[config.mk]
export PLATFORM = sky130hd
export DESIGN_NAME = sevenseg_scan_ctrl
export DESIGN_NICKNAME = d
export VERILOG_FILES = /design/src/rtl/sevenseg_scan_ctrl.sv
export SDC_FILE = /design/constraint.sdc
export NUM_CORES = 1
export LEC_CHECK = 0
export ABC_AREA = 1
export CAP_MARGIN = 0
export CORE_ASPECT_RATIO = 1.4
export CORE_MARGIN = 2
export CORE_UTILIZATION = 45
export DETAILED_ROUTE_END_ITERATION = 8
export DONT_BUFFER_PORTS = 1
export GPL_TIMING_DRIVEN = 0
export PLACE_DENSITY = 0.63
export SETUP_SLACK_MARGIN = 0.15
export SLEW_MARGIN = 5
export SYNTH_ARGS = -nofsm -noshare
export SYNTH_HDL_FRONTEND = slang
export SYNTH_SLANG_ARGS = --single-unit
[constraint.sdc]
create_clock -name wb_clk_i -period 2.6 [get_ports wb_clk_i]
set_input_delay 0.52 -clock wb_clk_i [delete_from_list [all_inputs] [get_ports wb_clk_i]]
set_output_delay 0.52 -clock wb_clk_i [all_outputs]
set_load 0.005 [all_outputs]
[src/rtl/sevenseg_scan_ctrl.sv]
// Purpose     : time-multiplexed seven-segment scan controller with a double-buffered hex load port.
// Latency     : outputs trail the scan state by one register; a loaded value reaches the pads at the next frame boundary.
// Backpressure: load_ready_o stays low while a loaded value waits for its commit, which can take up to one frame.
//
// Optional feature macro: SEVENSEG_LZB_EN (leading-zero blanking). When it is undefined, every digit is decoded.
//
// Ports
//   wb_clk_i      sole clock, rising edge
//   wb_rst_ni     synchronous active-low reset
//   enable_i      scan enable; low parks the scanner in IDLE with the pads tri-stated
//   value_i       hex nibbles, nibble 0 = rightmost digit
//   dp_i          decimal points, captured together with value_i
//   load_valid_i  load request
//   load_ready_o  shadow buffer free
//   seg_o         segments a..g on bits 0..6, active-high
//   dp_o          decimal point, active-high
//   dig_o         one-hot digit enable, active-high
//   oeb_o         pad output-enable bar, ordered {dig, dp, seg}
//   frame_o       one-cycle pulse at the first blank slot of digit 0 after a wrap
//
// Parameters: NUM_DIGITS 1..8, PRESCALE >= 1, BLANK_CYCLES >= 1.

module sevenseg_scan_ctrl #(
    parameter int NUM_DIGITS   = 4,
    parameter int PRESCALE     = 1000,
    parameter int BLANK_CYCLES = 16
) (
    input  logic                      wb_clk_i,
    input  logic                      wb_rst_ni,
    input  logic                      enable_i,
    input  logic [4*NUM_DIGITS-1:0]   value_i,
    input  logic [NUM_DIGITS-1:0]     dp_i,
    input  logic                      load_valid_i,
    output logic                      load_ready_o,
    output logic [6:0]                seg_o,
    output logic                      dp_o,
    output logic [NUM_DIGITS-1:0]     dig_o,
    output logic [8+NUM_DIGITS-1:0]   oeb_o,
    output logic                      frame_o
);

    // ------------------------------------------------------------------
    // Derived sizes
    // ------------------------------------------------------------------
    localparam int CNT_MAX = (PRESCALE > BLANK_CYCLES) ? PRESCALE : BLANK_CYCLES;
    localparam int CNT_W   = $clog2(CNT_MAX + 1);
    localparam int IDX_W   = (NUM_DIGITS > 1) ? $clog2(NUM_DIGITS) : 1;
    localparam int OEB_W   = 8 + NUM_DIGITS;

    localparam logic [CNT_W-1:0] BLANK_LOAD = CNT_W'(BLANK_CYCLES - 1);
    localparam logic [CNT_W-1:0] ON_LOAD    = CNT_W'(PRESCALE - 1);
    localparam logic [IDX_W-1:0] IDX_LAST   = IDX_W'(NUM_DIGITS - 1);

    localparam logic [1:0] ST_IDLE  = 2'd0;
    localparam logic [1:0] ST_BLANK = 2'd1;
    localparam logic [1:0] ST_ON    = 2'd2;

    // ------------------------------------------------------------------
    // State
    // ------------------------------------------------------------------
    logic [1:0]              r_state;
    logic [CNT_W-1:0]        r_cnt;
    logic [IDX_W-1:0]        r_idx;
    logic                    r_wrap;        // state register just crossed a frame boundary

    logic [4*NUM_DIGITS-1:0] r_shadow_val;
    logic [NUM_DIGITS-1:0]   r_shadow_dp;
    logic [4*NUM_DIGITS-1:0] r_disp_val;
    logic [NUM_DIGITS-1:0]   r_disp_dp;
    // Inverse of the pending flag, kept in this polarity so load_ready_o comes straight off a flop.
    logic                    r_ready;

    logic [6:0]              r_seg;
    logic                    r_dp;
    logic [NUM_DIGITS-1:0]   r_dig;
    logic [OEB_W-1:0]        r_oeb;
    logic                    r_frame;

    // ------------------------------------------------------------------
    // Next-state logic
    // ------------------------------------------------------------------
    logic [1:0]              w_state_nxt;
    logic [CNT_W-1:0]        w_cnt_nxt;
    logic [IDX_W-1:0]        w_idx_nxt;
    logic                    w_wrap;
    logic                    w_accept;

    assign w_accept = load_valid_i && r_ready;

    always_comb begin
        w_state_nxt = r_state;
        w_cnt_nxt   = r_cnt;
        w_idx_nxt   = r_idx;
        w_wrap      = 1'b0;
        if (!enable_i) begin
            // Disable parks the scanner from any state; the buffers are left alone.
            w_state_nxt = ST_IDLE;
            w_cnt_nxt   = '0;
            w_idx_nxt   = '0;
        end else begin
            case (r_state)
                ST_IDLE: begin
                    w_state_nxt = ST_BLANK;
                    w_cnt_nxt   = BLANK_LOAD;
                end
                ST_BLANK: begin
                    if (r_cnt == '0) begin
                        w_state_nxt = ST_ON;
                        w_cnt_nxt   = ON_LOAD;
                    end else begin
                        w_cnt_nxt   = r_cnt - CNT_W'(1);
                    end
                end
                ST_ON: begin
                    if (r_cnt == '0) begin
                        w_state_nxt = ST_BLANK;
                        w_cnt_nxt   = BLANK_LOAD;
                        // Explicit wrap so non-power-of-two digit counts work.
                        if (r_idx == IDX_LAST) begin
                            w_idx_nxt = '0;
                            w_wrap    = 1'b1;
                        end else begin
                            w_idx_nxt = r_idx + IDX_W'(1);
                        end
                    end else begin
                        w_cnt_nxt = r_cnt - CNT_W'(1);
                    end
                end
                default: begin
                    w_state_nxt = ST_IDLE;
                    w_cnt_nxt   = '0;
                    w_idx_nxt   = '0;
                end
            endcase
        end
    end

    // ------------------------------------------------------------------
    // Digit select and decode
    // ------------------------------------------------------------------
    function automatic logic [6:0] hex7(input logic [3:0] nib);
        logic [6:0] s;
        case (nib)
            4'h0: s = 7'h3F;
            4'h1: s = 7'h06;
            4'h2: s = 7'h5B;
            4'h3: s = 7'h4F;
            4'h4: s = 7'h66;
            4'h5: s = 7'h6D;
            4'h6: s = 7'h7D;
            4'h7: s = 7'h07;
            4'h8: s = 7'h7F;
            4'h9: s = 7'h6F;
            4'hA: s = 7'h77;
            4'hB: s = 7'h7C;
            4'hC: s = 7'h39;
            4'hD: s = 7'h5E;
            4'hE: s = 7'h79;
            default: s = 7'h71;
        endcase
        return s;
    endfunction

    logic [3:0]              w_nib;
    logic                    w_dp_sel;
    logic [NUM_DIGITS-1:0]   w_onehot;
    logic                    w_blank_dig;
    logic [6:0]              w_seg_dec;

    // Equality-compare mux keeps the index inside the digit range for any NUM_DIGITS.
    always_comb begin
        w_nib    = 4'h0;
        w_dp_sel = 1'b0;
        w_onehot = '0;
        for (int d = 0; d < NUM_DIGITS; d++) begin
            if (r_idx == IDX_W'(d)) begin
                w_nib       = r_disp_val[4*d +: 4];
                w_dp_sel    = r_disp_dp[d];
                w_onehot[d] = 1'b1;
            end
        end
    end

`ifdef SEVENSEG_LZB_EN
    // w_zero_from[d] is set when nibbles d and everything above it are all zero.
    logic [NUM_DIGITS-1:0]   w_zero_from;
    logic                    w_zero_sel;

    always_comb begin
        logic w_acc;
        w_acc       = 1'b1;
        w_zero_from = '0;
        for (int d = NUM_DIGITS - 1; d >= 0; d--) begin
            w_acc          = w_acc && (r_disp_val[4*d +: 4] == 4'h0);
            w_zero_from[d] = w_acc;
        end
    end

    always_comb begin
        w_zero_sel = 1'b0;
        for (int d = 0; d < NUM_DIGITS; d++) begin
            if (r_idx == IDX_W'(d)) begin
                w_zero_sel = w_zero_from[d];
            end
        end
    end

    // Digit 0 is never blanked, so an all-zero value still shows "0".
    assign w_blank_dig = (r_idx != '0) && w_zero_sel;
`else
    assign w_blank_dig = 1'b0;
`endif

    assign w_seg_dec = w_blank_dig ? 7'h00 : hex7(w_nib);

    // ------------------------------------------------------------------
    // Sequential logic
    // ------------------------------------------------------------------
    always_ff @(posedge wb_clk_i) begin
        if (!wb_rst_ni) begin
            r_state      <= ST_IDLE;
            r_cnt        <= '0;
            r_idx        <= '0;
            r_wrap       <= 1'b0;
            r_shadow_val <= '0;
            r_shadow_dp  <= '0;
            r_disp_val   <= '0;
            r_disp_dp    <= '0;
            r_ready      <= 1'b1;
            r_seg        <= '0;
            r_dp         <= 1'b0;
            r_dig        <= '0;
            r_oeb        <= '1;
            r_frame      <= 1'b0;
        end else begin
            r_state <= w_state_nxt;
            r_cnt   <= w_cnt_nxt;
            r_idx   <= w_idx_nxt;
            r_wrap  <= w_wrap;

            // Commit uses the pending state from before this edge, so a load accepted
            // on the boundary edge itself waits for the following boundary.
            if (w_wrap && !r_ready) begin
                r_disp_val <= r_shadow_val;
                r_disp_dp  <= r_shadow_dp;
            end
            if (w_accept) begin
                r_shadow_val <= value_i;
                r_shadow_dp  <= dp_i;
                r_ready      <= 1'b0;
            end else if (w_wrap) begin
                r_ready      <= 1'b1;
            end

            // Pad outputs are a registered view of the current scan state.
            case (r_state)
                ST_BLANK: begin
                    r_seg <= w_seg_dec;
                    r_dp  <= w_dp_sel;
                    r_dig <= '0;
                    r_oeb <= '0;
                end
                ST_ON: begin
                    r_seg <= w_seg_dec;
                    r_dp  <= w_dp_sel;
                    r_dig <= w_onehot;
                    r_oeb <= '0;
                end
                default: begin
                    r_seg <= '0;
                    r_dp  <= 1'b0;
                    r_dig <= '0;
                    r_oeb <= '1;
                end
            endcase
            r_frame <= r_wrap;
        end
    end

    assign load_ready_o = r_ready;
    assign seg_o        = r_seg;
    assign dp_o         = r_dp;
    assign dig_o        = r_dig;
    assign oeb_o        = r_oeb;
    assign frame_o      = r_frame;

endmodule

Yosys cells after proc, flatten, opt, wreduce, memory -nomap -nowiden
Memories as Yosys holds them, arrays and structs flattened. A register that Yosys moved wholly into a read port is not among the register bits.
Index checks and enable logic that the tools add are counted.
- word-level logic and storage cells: 66
- register bits after elaboration: 74
- output and inout bits: 26
- memories kept: 1
- input port bits: 24
- memory bits (read-only): 112
- memory list (memory ; depth ; bits a word ; rd ports ; clocked after Yosys merged registers in ; write ports ; line ; source):
    (name not given) ; 16 ; 7 ; 1 ; 1 ; 0 ; 143 ; case (nib)
- reduce and logical (&&, ||, !) cells: 15
- muxes and demuxes: 27
- bitwise gates (word level): 1
- equality and inequality tests: 7
- add/subtract/negate cells: 2
- operators by type and width (cell ; number):
    10-bit one-hot mux with 3 select lines ; 1
    10-bit two-way mux ; 2
    4-bit two-way mux ; 4
    1-bit two-way mux ; 13
    12-bit two-way mux ; 1
    10-bit zero test ; 1
    2-bit AND reduction ; 5
    10-bit by 1-bit subtractor with 10-bit output (second input constant) ; 1
    2-bit two-way mux ; 4
    2-bit == test (second input constant) ; 3
    2-bit one-hot mux with 3 select lines ; 1
    2-bit by 1-bit == test with 1-bit output (second input constant) ; 2
    2-bit zero test ; 2
    2-bit != test (second input constant) ; 2
    2-bit one-hot mux with 2 select lines ; 1
    2-bit OR reduction ; 2
    2-bit by 1-bit adder with 2-bit output (second input constant) ; 1
    1-bit logical AND ; 2
    1-bit zero test ; 2
    2-bit nonzero test ; 1
    1-bit NOT ; 1

Logic depth before layout (Yosys ltp)
Gate-level depths: netlist of run 1.
- depth in word-level cells: 7
- mapped depth: 13
- mapped depth without buffers: 13

Worst setup path after synthesis of run 1
No wires, ideal clock.
- kind: reg2reg
- start point: register r_idx[0]
- end point: register r_seg[5], in the netlist seg_o[5]
- data arrival time: 1.866 ns
- period minus slack after synthesis: 1.930 ns
- required time: 2.536 ns
- setup time: 0.064 ns
- slack: 0.670 ns
- stages on the path, launching flop included: 14
- path buffers: 1
- cell sequence: dfxtp_1 inv_1 ha_1 buf_2 a21oi_1 nand2_1 a21oi_1 inv_1 ha_1 inv_1 nand2_1 nand2_1 nor2_1 nor2_1
- longest elaborated chain between the ends: 5
- elaborated cells on any way between the ends: 8
- classes of those cells: eq/ne: 3; mux: 4; reduce/logical: 1
- ends and longest elaborated chain (what ; line ; source):
    from (decl) ; 63 ; logic [IDX_W-1:0] r_idx;
    from (signal assigned) ; 238 ; r_idx <= w_idx_nxt;
    2-bit zero test ; 176 ; if (r_idx == IDX_W'(d)) begin
    4-bit two-way mux (3 in series) ; 176 ;
    4-bit two-way mux * ; 176 ;
    to (decl) ; 73 ; logic [6:0] r_seg;
Every way passes the cells marked *; elsewhere a longest branch is shown, timed or not.
A chain may end at the register's enable or synchronous reset.

Worst setup path after layout of run 1
Ends and elaborated chain as after synthesis.

==> reports/results.ini, run 1 <==
[worst_setup_path]
regToRegEndpoint=seg_o[5]
crit_type=reg -> reg
start_kind=flip-flop
crit_path_top_delay_cell=dfxtp_1
path_cells=inv_1 -> ha_1 -> buf_2 -> a21oi_1 -> nand2_1 -> a21oi_2 -> inv_1 -> ha_1 -> inv_1 -> nand2_1 -> nand2_1 -> nor2_1 -> nor2_1
critPathCaptureType=flip-flop
arrival_ns=2.46
critPathCapture=seg_o[5]
r2r_cells=13
critical_path_buf_inv_count=4
required_ns=2.89
path_depth=13
critPathTopFamily=buffers and inverters
r2r_slack_ns=0.42
crit_start=r_idx[0]
crit_path_max_incr_delay_ns=0.39
path_max_fanout=9
r2r_start=r_idx[0]

[clocking]
cts_buffers=9
cts_tree=yes
cts_sinks=70
cts_buffer_depth=2
clk_pin_slew_ns=0.07
cts.htree.levels=3
cts-root-buf=clkbuf_8
insertion_delay_ns=0.35

[sta]
fin_skew_ns=0.00966
setup_ws_ns=0.423
setup_viol=0
finalSetupTns_ns=0
tightest_slew_ns=0.450
max_freq_ghz=0.459
slew_violations=0
period_share_pct=83.7
fin_crit_ns=2.18
hold_viol=0
rsz0062_at_grt=false
maxSlewHeadroom_pct=69.9

[die]
initial_core_util_pct=46.0
die-width_um=74.9
rows=36
core_area_mm2=0.00689
io_pins=50
dieArea_mm2=0.00774
die_h_um=103

[final_layout]
area.growth.synth_to_final_pct=9.63
multiInputGateArea_mm2=0.00141
n_antenna_cell=0
fin_nets=459
n_fill_cell=693
layout.area.seq_mm2=0.00140
layout-drive-gt1-share_pct=11.8

[logic_synthesis]
synth_seq_cells=70
ys_top_cells_by_count=dfxtp_1 (70), nor2_1 (69), nand2_1 (48), inv_1 (47), a21oi_1 (37)
synth.most_common_cell=dfxtp_1
async_flop_share_pct=0
synth_top_cell_area_share_pct=44.2
netlist_area_mm2=0.00317
synthCells=408
syn_area_per_cell_um2=7.77
yosysTopAreaCell=dfxtp_1
synthFlopType=dfxtp_1
ys_types=34
synth_edf_count=0
ys.warnings.count=0
syn-num-nets=448
ys_seq_area_share_pct=44.2
synth.area.top_cells=dfxtp_1 (44%), nor2_1 (8.2%), ha_1 (6.3%)

[grt]
grt_use_total_pct=17.6
grt_pass1_vias=2344
antenna_found_initial=0
grt_pass1_wl_mm=10.2
grt-ovfl-total=0
grt_max_degree=13

[drt]
drt-initial-drc-count=87
drtPass1Iterations=4
drt-total-wl_mm=5.99
avgViaCountPerCell=4.72
vias=2451
ant_nets=0
routedWlPerCell_um=11.5
post-route-drc-count=0

[power_and_ir_drop]
power.density_mw_per_mm2=660
combPwrFrac_pct=13.1
sequentialPowerShare_pct=50.3
p_switching_mw=0.617
p_leak_nw=1.52
ir_drop_mv=0.413
p_sw_share_pct=26.9
p_clk_share_pct=36.6
internal_power_mw=1.68
total_power_mw=2.29

[placed_design]
dp_slack_ns=0.273
globalplace.congestion=0.859
hpwl_mm=4.57
port_buffers=0

[hold_path]
hold_path.class=in -> reg

[flow_run]
drv_cap=0

[status]
status=finished, final reports clean

## per-layer routing
metal	share of wire [%]	up-vias	global-route usage [%]
li1	-	1304	-
met1	46	1067	21.3
met2	47	66	28.2
met3	4.7	14	4.84
met4	2.5	0	8.93
met5	0	-	0
## worst min-delay path by stage
| stage | from | end | slack, ns | cells after the start |
|---|---|---|---|---|
| floorplan | r_wrap | frame_o | 0.39 | 2 |
| global placement | r_wrap | frame_o | 0.43 | 2 |
| detailed placement | r_wrap | frame_o | 0.44 | 2 |
| CTS | load_valid_i | load_ready_o | 0.27 | 1 |
| global route | load_valid_i | load_ready_o | 0.29 | 1 |
| finish | load_valid_i | load_ready_o | 0.29 | 1 |
## power by group through the flow
| stage | Combinational (mW) | Clock (mW) | Sequential (mW) |
|---|---|---|---|
| after floorplan | 0.252 | 0 | 1.17 |
| after global placement | 0.296 | 0 | 1.18 |
| after detailed placement | 0.303 | 0 | 1.18 |
| after CTS | 0.305 | 0.863 | 1.15 |
| after global routing | 0.353 | 0.901 | 1.16 |
| final | 0.301 | 0.838 | 1.15 |
## cell type report
class | count | share of cell area [%]
Buffer | 26 | 5.04
Clock buffer | 12 | 3.89
Clock inverter | 4 | 1.37
Inverter | 49 | 5.29
Multi-Input combinational cell | 263 | 40.7
Sequential cell | 70 | 40.3
Tap cell | 95 | 3.42
## cells by family after synthesis
| kind of cell | share of synthesized area, % |
|---|---|
| and+or+nand+nor | 20.2 |
| AOI/OAI and AO/OA | 16.3 |
| buffers and inverters | 11.3 |
| DFF | 44.2 |
| adders and majority gates | 6.32 |
| xor gates and xnor gates | 1.66 |
## metrics by stage
stage / instance area (µm²) / cells / hold slack (ns) / util, %
5_1_grt: 3470 / 519 / 0.286 / 50.4
6_report: 3470 / 519 / 0.287 / 50.4
3_3_place_gp: 3290 / 503 / 0.432 / 47.7
3_5_place_dp: 3290 / 503 / 0.439 / 47.7
4_1_cts: 3470 / 519 / 0.268 / 50.4
2_1_floorplan: 3170 / 408 / 0.390 / -
## layout by cell type, fill, tap and decap left out, types with 2 or more instances in the layout
cell type  count
a21oi_2        2
xnor2_1        4
xor2_1         2
nand2_1       48
inv_1         47
clkbuf_8       9
buf_4         12
clkinv_2       2
or2_2          2
a21oi_1       36
buf_2          2
dfxtp_1       70
nand3_1       11
o21ai_1       19
nand2_4        2
nand2_2        3
nor3_1         2
inv_2          2
o21ai_0       34
ha_1          16
clkbuf_1      11
nor2_1        69
buf_6          4
## registers in the layout, summed over array words and instances, names as in the netlist, 2 cells and up
| name | count |
|---|---|
| r_state | 2 |
| dig_o | 4 |
| r_disp_dp | 4 |
| r_disp_val | 16 |
| seg_o | 7 |
| r_idx | 2 |
| r_shadow_val | 16 |
| r_cnt | 10 |
| r_shadow_dp | 4 |
## repair_timing
action / 4_1_cts / 5_1_grt
hold buffers: 0 / 0
setup endpoints to repair: 0 / 7
resized for setup: 0 / 1
buffers inserted: 0 / 0
(Power assumes the default switching activity.)
==> run 2, diff against run 1 <==
==> constraint.sdc (replaced) <==
create_clock -name wb_clk_i -period 2.1 [get_ports wb_clk_i]
set_input_delay 0.42 -clock wb_clk_i [delete_from_list [all_inputs] [get_ports wb_clk_i]]
set_output_delay 0.42 -clock wb_clk_i [all_outputs]
set_load 0.005 [all_outputs]
==> reports/results.ini, run 2 (synthesized netlist as in run 1, its figures left out) <==
[clocking]
clk_pin_slew_ns=0.07  ; about the same
cts_buffers=9  ; unchanged
insertion_delay_ns=0.35  ; about the same
ctsHoldBuffers=0  ; unchanged
cts-root-buf=clkbuf_8
cts_buffer_depth=2  ; unchanged
cts_sinks=70  ; unchanged
cts.htree.levels=3  ; unchanged
cts_tree=yes

[die]
rows=36  ; unchanged
initial_core_util_pct=46.0  ; unchanged
die-width_um=74.9  ; unchanged
die_h_um=103  ; unchanged
dieArea_mm2=0.00774  ; unchanged
io_pins=50  ; unchanged
core_area_mm2=0.00689  ; unchanged

[sta]
rsz0062_at_grt=true
maxSlewHeadroom_pct=69.9  ; unchanged
fin_skew_ns=0.00966  ; -0.00000383 ns
max_freq_ghz=0.536  ; +17%
slew_violations=0  ; unchanged
period_share_pct=88.9  ; +5.2 points
tightest_slew_ns=0.450  ; unchanged
fin_crit_ns=1.87  ; -0.310 ns
hold_viol=0  ; unchanged
setup_viol=0  ; unchanged
finalSetupTns_ns=0  ; unchanged

[final_layout]
final_cell_mix=nor2_1 (69), dfxtp_1 (68), nand2_1 (46)
fin_nets=466  ; +1.5%
finalNonFillerCells=526  ; +1.3%
final_util_pct=52.6  ; +2.2 points
reg_top3=r_disp_val x16, r_shadow_val x16, r_cnt x10
n_antenna_cell=0  ; unchanged
final_common_cell=nor2_1
area.growth.synth_to_final_pct=14.3
layout-drive-gt1-share_pct=16.9  ; +5.1 points
fin_area_mm2=0.00362  ; +4.3%

[drt]
routedWlPerCell_um=11.9  ; +2.9%
drt-total-wl_mm=6.25  ; +4.3%
avgViaCountPerCell=4.76  ; +0.72%
vias=2502  ; +2.1%
ant_nets=0  ; unchanged
drtPass1Iterations=4  ; unchanged
drt-initial-drc-count=87  ; unchanged
post-route-drc-count=0  ; unchanged

[grt]
antenna_found_initial=0  ; unchanged
grt_pass1_wl_mm=10.3  ; +1.2%
grt_pass1_vias=2376  ; +1.4%
grt-ovfl-total=0  ; unchanged
grt_use_total_pct=17.8  ; +0.24 points
grt_max_degree=13  ; unchanged

[placed_design]
hpwl_mm=4.57  ; unchanged
placed_cell_area_mm2=0.00329  ; unchanged
globalplace.congestion=0.859  ; unchanged
placed_cells=503  ; unchanged
port_buffers=0  ; unchanged

[power_and_ir_drop]
ir_drop_mv=0.512  ; +24%
p_leak_nw=1.57  ; +3.3%
power.density_mw_per_mm2=792  ; +20%

[worst_setup_path]
crit_type=reg -> reg
critPathCaptureType=flip-flop
r2r_cells=11  ; -2
regToRegEndpoint=seg_o[3]
start_kind=flip-flop
r2r_start=r_idx[0]
r2r_slack_ns=0.23  ; -0.19 ns
required_ns=2.39  ; -0.50 ns
path_max_fanout=8  ; -1
arrival_ns=2.16  ; -0.30 ns

[hold_path]
hold_end=load_ready_o
whs_path_depth=1  ; unchanged
hold_path.class=in -> reg
hp-start=load_valid_i

[status]
status=finished, final reports clean

[flow_run]
drv_cap=0  ; unchanged

==> run 2: changes by cell type in the layout (fill, tap and decap cells not counted), moves of 2 or more <==
cell,delta
a21oi_1,-3
a21oi_4,+3
buf_4,+6
buf_6,+2
dfxtp_1,-2
dfxtp_2,+2
ha_1,-4
ha_2,+2
ha_4,+2
inv_1,-3
inv_2,+3
nand2_1,-2
nand2_2,+2
o21ai_0,-2
==> run 2: worst max-delay path by stage <==
stage	slack, ns	from	depth (start not counted)	to
after floorplan	0.17	r_idx[0]	13	seg_o[5]
after global placement	-0.19	r_idx[0]	13	seg_o[6]
after detailed placement	-0.23	r_idx[0]	13	seg_o[5]
after CTS	0.15	r_idx[0]	13	seg_o[5]
after global routing	0.1	r_idx[0]	13	seg_o[5]
final	0.23	r_idx[0]	11	seg_o[3]
==> run 2: routing by layer <==
layer	global-route usage (%)	part of all wire [%]	up-vias
met5	0	0	-
met4	8.93	2.5	0
met3	4.84	4.4	16
met2	28.9	48	66
met1	21.3	45	1100
li1	-	-	1320
==> run 2: metrics by stage <==
stage | power (mW) | hold WS, ns | setup slack [ns]
6_report | 2.87 | 0.187 | 0.233
5_1_grt | 3.02 | 0.187 | 0.0965
4_1_cts | 2.89 | 0.168 | 0.149
3_5_place_dp | 1.83 | 0.439 | -0.227
3_3_place_gp | 1.82 | 0.432 | -0.188
2_1_floorplan | 1.76 | 0.390 | 0.170
==> run 2: power breakdown <==
group / internal (mW) / switching, mW / leakage (nW)
Sequential: 1.39 / 0.0406 / 0.572
Combinational: 0.157 / 0.243 / 0.908
Clock: 0.546 / 0.494 / 0.0904
Total: 2.09 / 0.777 / 1.57
==> run 2: layout make-up <==
cell class / instances / area, µm²
fillers: 677 / 3270
multi-input cells: 263 / 1500
flip-flops and latches: 70 / 1400
plain buffers: 26 / 185
inverters: 49 / 184
clock buffers: 12 / 135
well taps: 95 / 119
repair buffers: 7 / 52.6
clock inverters: 4 / 47.5
==> run 2: repair_timing <==
action | in CTS | in global routing
setup buffers | 5 | 2
pin swaps | 3 | 4
endpoints found under the setup margin | 7 | 7
gates resized for setup | 10 | 18
hold endpoints to repair | 0 | 0
==> run 2: critical path, stage by stage, from the launching register on <==
cell	delay (ns)
dfxtp_2	0.36
inv_2	0.06
ha_1	0.21
buf_6	0.15
a21oi_1	0.11
nand2_1	0.11
nand2_1	0.10
nand2_2	0.09
ha_1	0.32
o21ai_2	0.16
nor2_1	0.05
nor2_1	0.08
==> run 3, diff against run 2 <==
--- a/config.mk
+++ b/config.mk
@@ -13,7 +13,6 @@
 export DETAILED_ROUTE_END_ITERATION = 8
 export DONT_BUFFER_PORTS = 1
 export GPL_TIMING_DRIVEN = 0
-export PLACE_DENSITY = 0.63
 export SETUP_SLACK_MARGIN = 0.15
 export SLEW_MARGIN = 5
 export SYNTH_ARGS = -nofsm -noshare
==> reports/results.ini, run 3 (synthesized netlist as in run 1, its figures left out) <==
[hold_path]
hold_end=load_ready_o
whs_path_depth=1  ; unchanged
hp-start=load_valid_i
hold_path.class=in -> reg

[clocking]
cts_buffers=9  ; unchanged
cts_buffer_depth=2  ; unchanged
cts_tree=yes
cts_sinks=70  ; unchanged
insertion_delay_ns=0.34  ; about the same
cts.htree.levels=3  ; unchanged
cts-root-buf=clkbuf_8
clk_pin_slew_ns=0.07  ; about the same
ctsHoldBuffers=0  ; unchanged

[drt]
drtPass1Iterations=4  ; unchanged
drt-total-wl_mm=6.18  ; -1.1%
post-route-drc-count=0  ; unchanged
drt-initial-drc-count=74  ; -15%
avgViaCountPerCell=4.73  ; -0.56%
routedWlPerCell_um=11.8  ; -1.1%
ant_nets=0  ; unchanged
vias=2488  ; -0.56%

[sta]
maxSlewHeadroom_pct=70.5  ; +0.60 points
slew_violations=0  ; unchanged
setup_ws_ns=0.300  ; +0.0673 ns
period_share_pct=85.7  ; -3.2 points
max_freq_ghz=0.556  ; +3.7%
hold_viol=0  ; unchanged
rsz0062_at_grt=false
finalSetupTns_ns=0  ; unchanged
tightest_slew_ns=0.443  ; -0.00735 ns
fin_crit_ns=1.80  ; -0.0673 ns
setup_viol=0  ; unchanged
fin_skew_ns=0.00533  ; -0.00433 ns

[placed_design]
dp_slack_ns=-0.252  ; -0.0252 ns
placed_cells=503  ; unchanged
port_buffers=0  ; unchanged
hpwl_mm=4.56  ; -0.12%
globalplace.congestion=0.857  ; -0.22%

[worst_setup_path]
crit_type=reg -> reg
crit_path_top_delay_cell=dfxtp_4
critPathCaptureType=flip-flop
regToRegEndpoint=seg_o[4]
critPathTopFamily=compound AO/OA/AOI/OAI gates
critical_path_buf_inv_count=4  ; +2
required_ns=2.34  ; -0.05 ns
path_cells=inv_2 -> ha_4 -> buf_6 -> a21oi_4 -> nand2_2 -> a21oi_4 -> inv_2 -> buf_4 -> ha_1 -> a21oi_1 -> nor2_1
crit_path_max_incr_delay_ns=0.38  ; +0.02 ns
r2r_cells=11  ; unchanged
arrival_ns=2.04  ; -0.12 ns
start_kind=flip-flop
path_max_fanout=5  ; -3
r2r_start=r_idx[0]
r2r_slack_ns=0.30  ; +0.07 ns

[grt]
antenna_found_initial=0  ; unchanged
grt_max_degree=13  ; unchanged
grt_pass1_vias=2327  ; -2.1%
grt_pass1_wl_mm=10.4  ; +0.79%
grt_use_total_pct=17.6  ; -0.23 points
grt-ovfl-total=0  ; unchanged

[final_layout]
area.growth.synth_to_final_pct=15.7
final_cell_mix=nor2_1 (69), dfxtp_1 (68), nand2_1 (45)
fin_nets=466  ; unchanged
final_common_cell=nor2_1
finalNonFillerCells=526  ; unchanged
n_antenna_cell=0  ; unchanged
reg_top3=r_disp_val x16, r_shadow_val x16, r_cnt x10
n_fill_cell=682  ; +0.74%
layout-drive-gt1-share_pct=18.6  ; +1.6 points

[power_and_ir_drop]
total_power_mw=3.04  ; +5.9%
ir_drop_mv=0.484  ; -5.3%
p_leak_nw=1.59  ; +0.95%
power.density_mw_per_mm2=828  ; +4.6%

[die]
io_pins=50  ; unchanged
rows=36  ; unchanged
initial_core_util_pct=46.0  ; unchanged
core_area_mm2=0.00689  ; unchanged
die-width_um=74.9  ; unchanged
die_h_um=103  ; unchanged
dieArea_mm2=0.00774  ; unchanged

[flow_run]
drv_cap=0  ; unchanged

[status]
status=finished, final reports clean

run 3: final cells by class:
type	count	area (µm²)	share of cell area (%)
Inverter	49	184	5.02
Clock buffer	10	138	3.75
Clock inverter	6	85.1	2.32
Sequential cell	70	1410	38.3
Buffer	26	181	4.95
Timing Repair Buffer	7	50.0	1.36
Multi-Input combinational cell	263	1500	41.0
Tap cell	95	119	3.24
run 3: where the power goes:
group	internal, mW	switching, mW
Combinational	0.158	0.244
Sequential	1.39	0.0412
Clock	0.697	0.510
Total	2.24	0.795
run 3: worst reg2reg max path, cell delays in order (launching register included):
cell	delay (ns)
dfxtp_4	0.38
inv_2	0.06
ha_4	0.16
buf_6	0.14
a21oi_4	0.11
nand2_2	0.08
a21oi_4	0.20
inv_2	0.08
buf_4	0.14
ha_1	0.17
a21oi_1	0.13
nor2_1	0.05
run 3: worst max path at each step:
stage / start / end / slack [ns] / cells after the start
after CTS: r_idx[0] / seg_o[5] / 0.17 / 13
after floorplan: r_idx[0] / seg_o[5] / 0.17 / 13
after detailed placement: r_idx[0] / seg_o[5] / -0.25 / 13
after global placement: r_idx[0] / seg_o[5] / -0.20 / 13
after global routing: r_idx[1] / seg_o[5] / 0.16 / 10
final: r_idx[0] / seg_o[4] / 0.30 / 11
run 3: through the flow:
| stage | utilization (%) | instance area [µm²] | hold WS (ns) |
|---|---|---|---|
| after floorplan | - | 3170 | 0.390 |
| after global placement | 47.7 | 3290 | 0.428 |
| after detailed placement | 47.7 | 3290 | 0.437 |
| after CTS | 51.7 | 3570 | 0.188 |
| after global routing | 53.2 | 3670 | 0.202 |
| final | 53.2 | 3670 | 0.199 |
run 3: timing repair:
action / 4_1_cts / 5_1_grt
endpoints found under the setup margin: 7 / 7
endpoints found under the hold margin: 0 / 0
setup buffers: 4 / 2
resized for setup: 9 / 22
cloned: 0 / 1
pin swaps: 3 / 5
run 3: per-layer routing:
layer	share of wire (%)	vias to the layer above	track usage, %
met5	0	-	0
met3	3.9	13	4.07
met1	46	1098	21.9
li1	-	1324	-
met4	1.9	0	7.69
met2	48	53	28.7
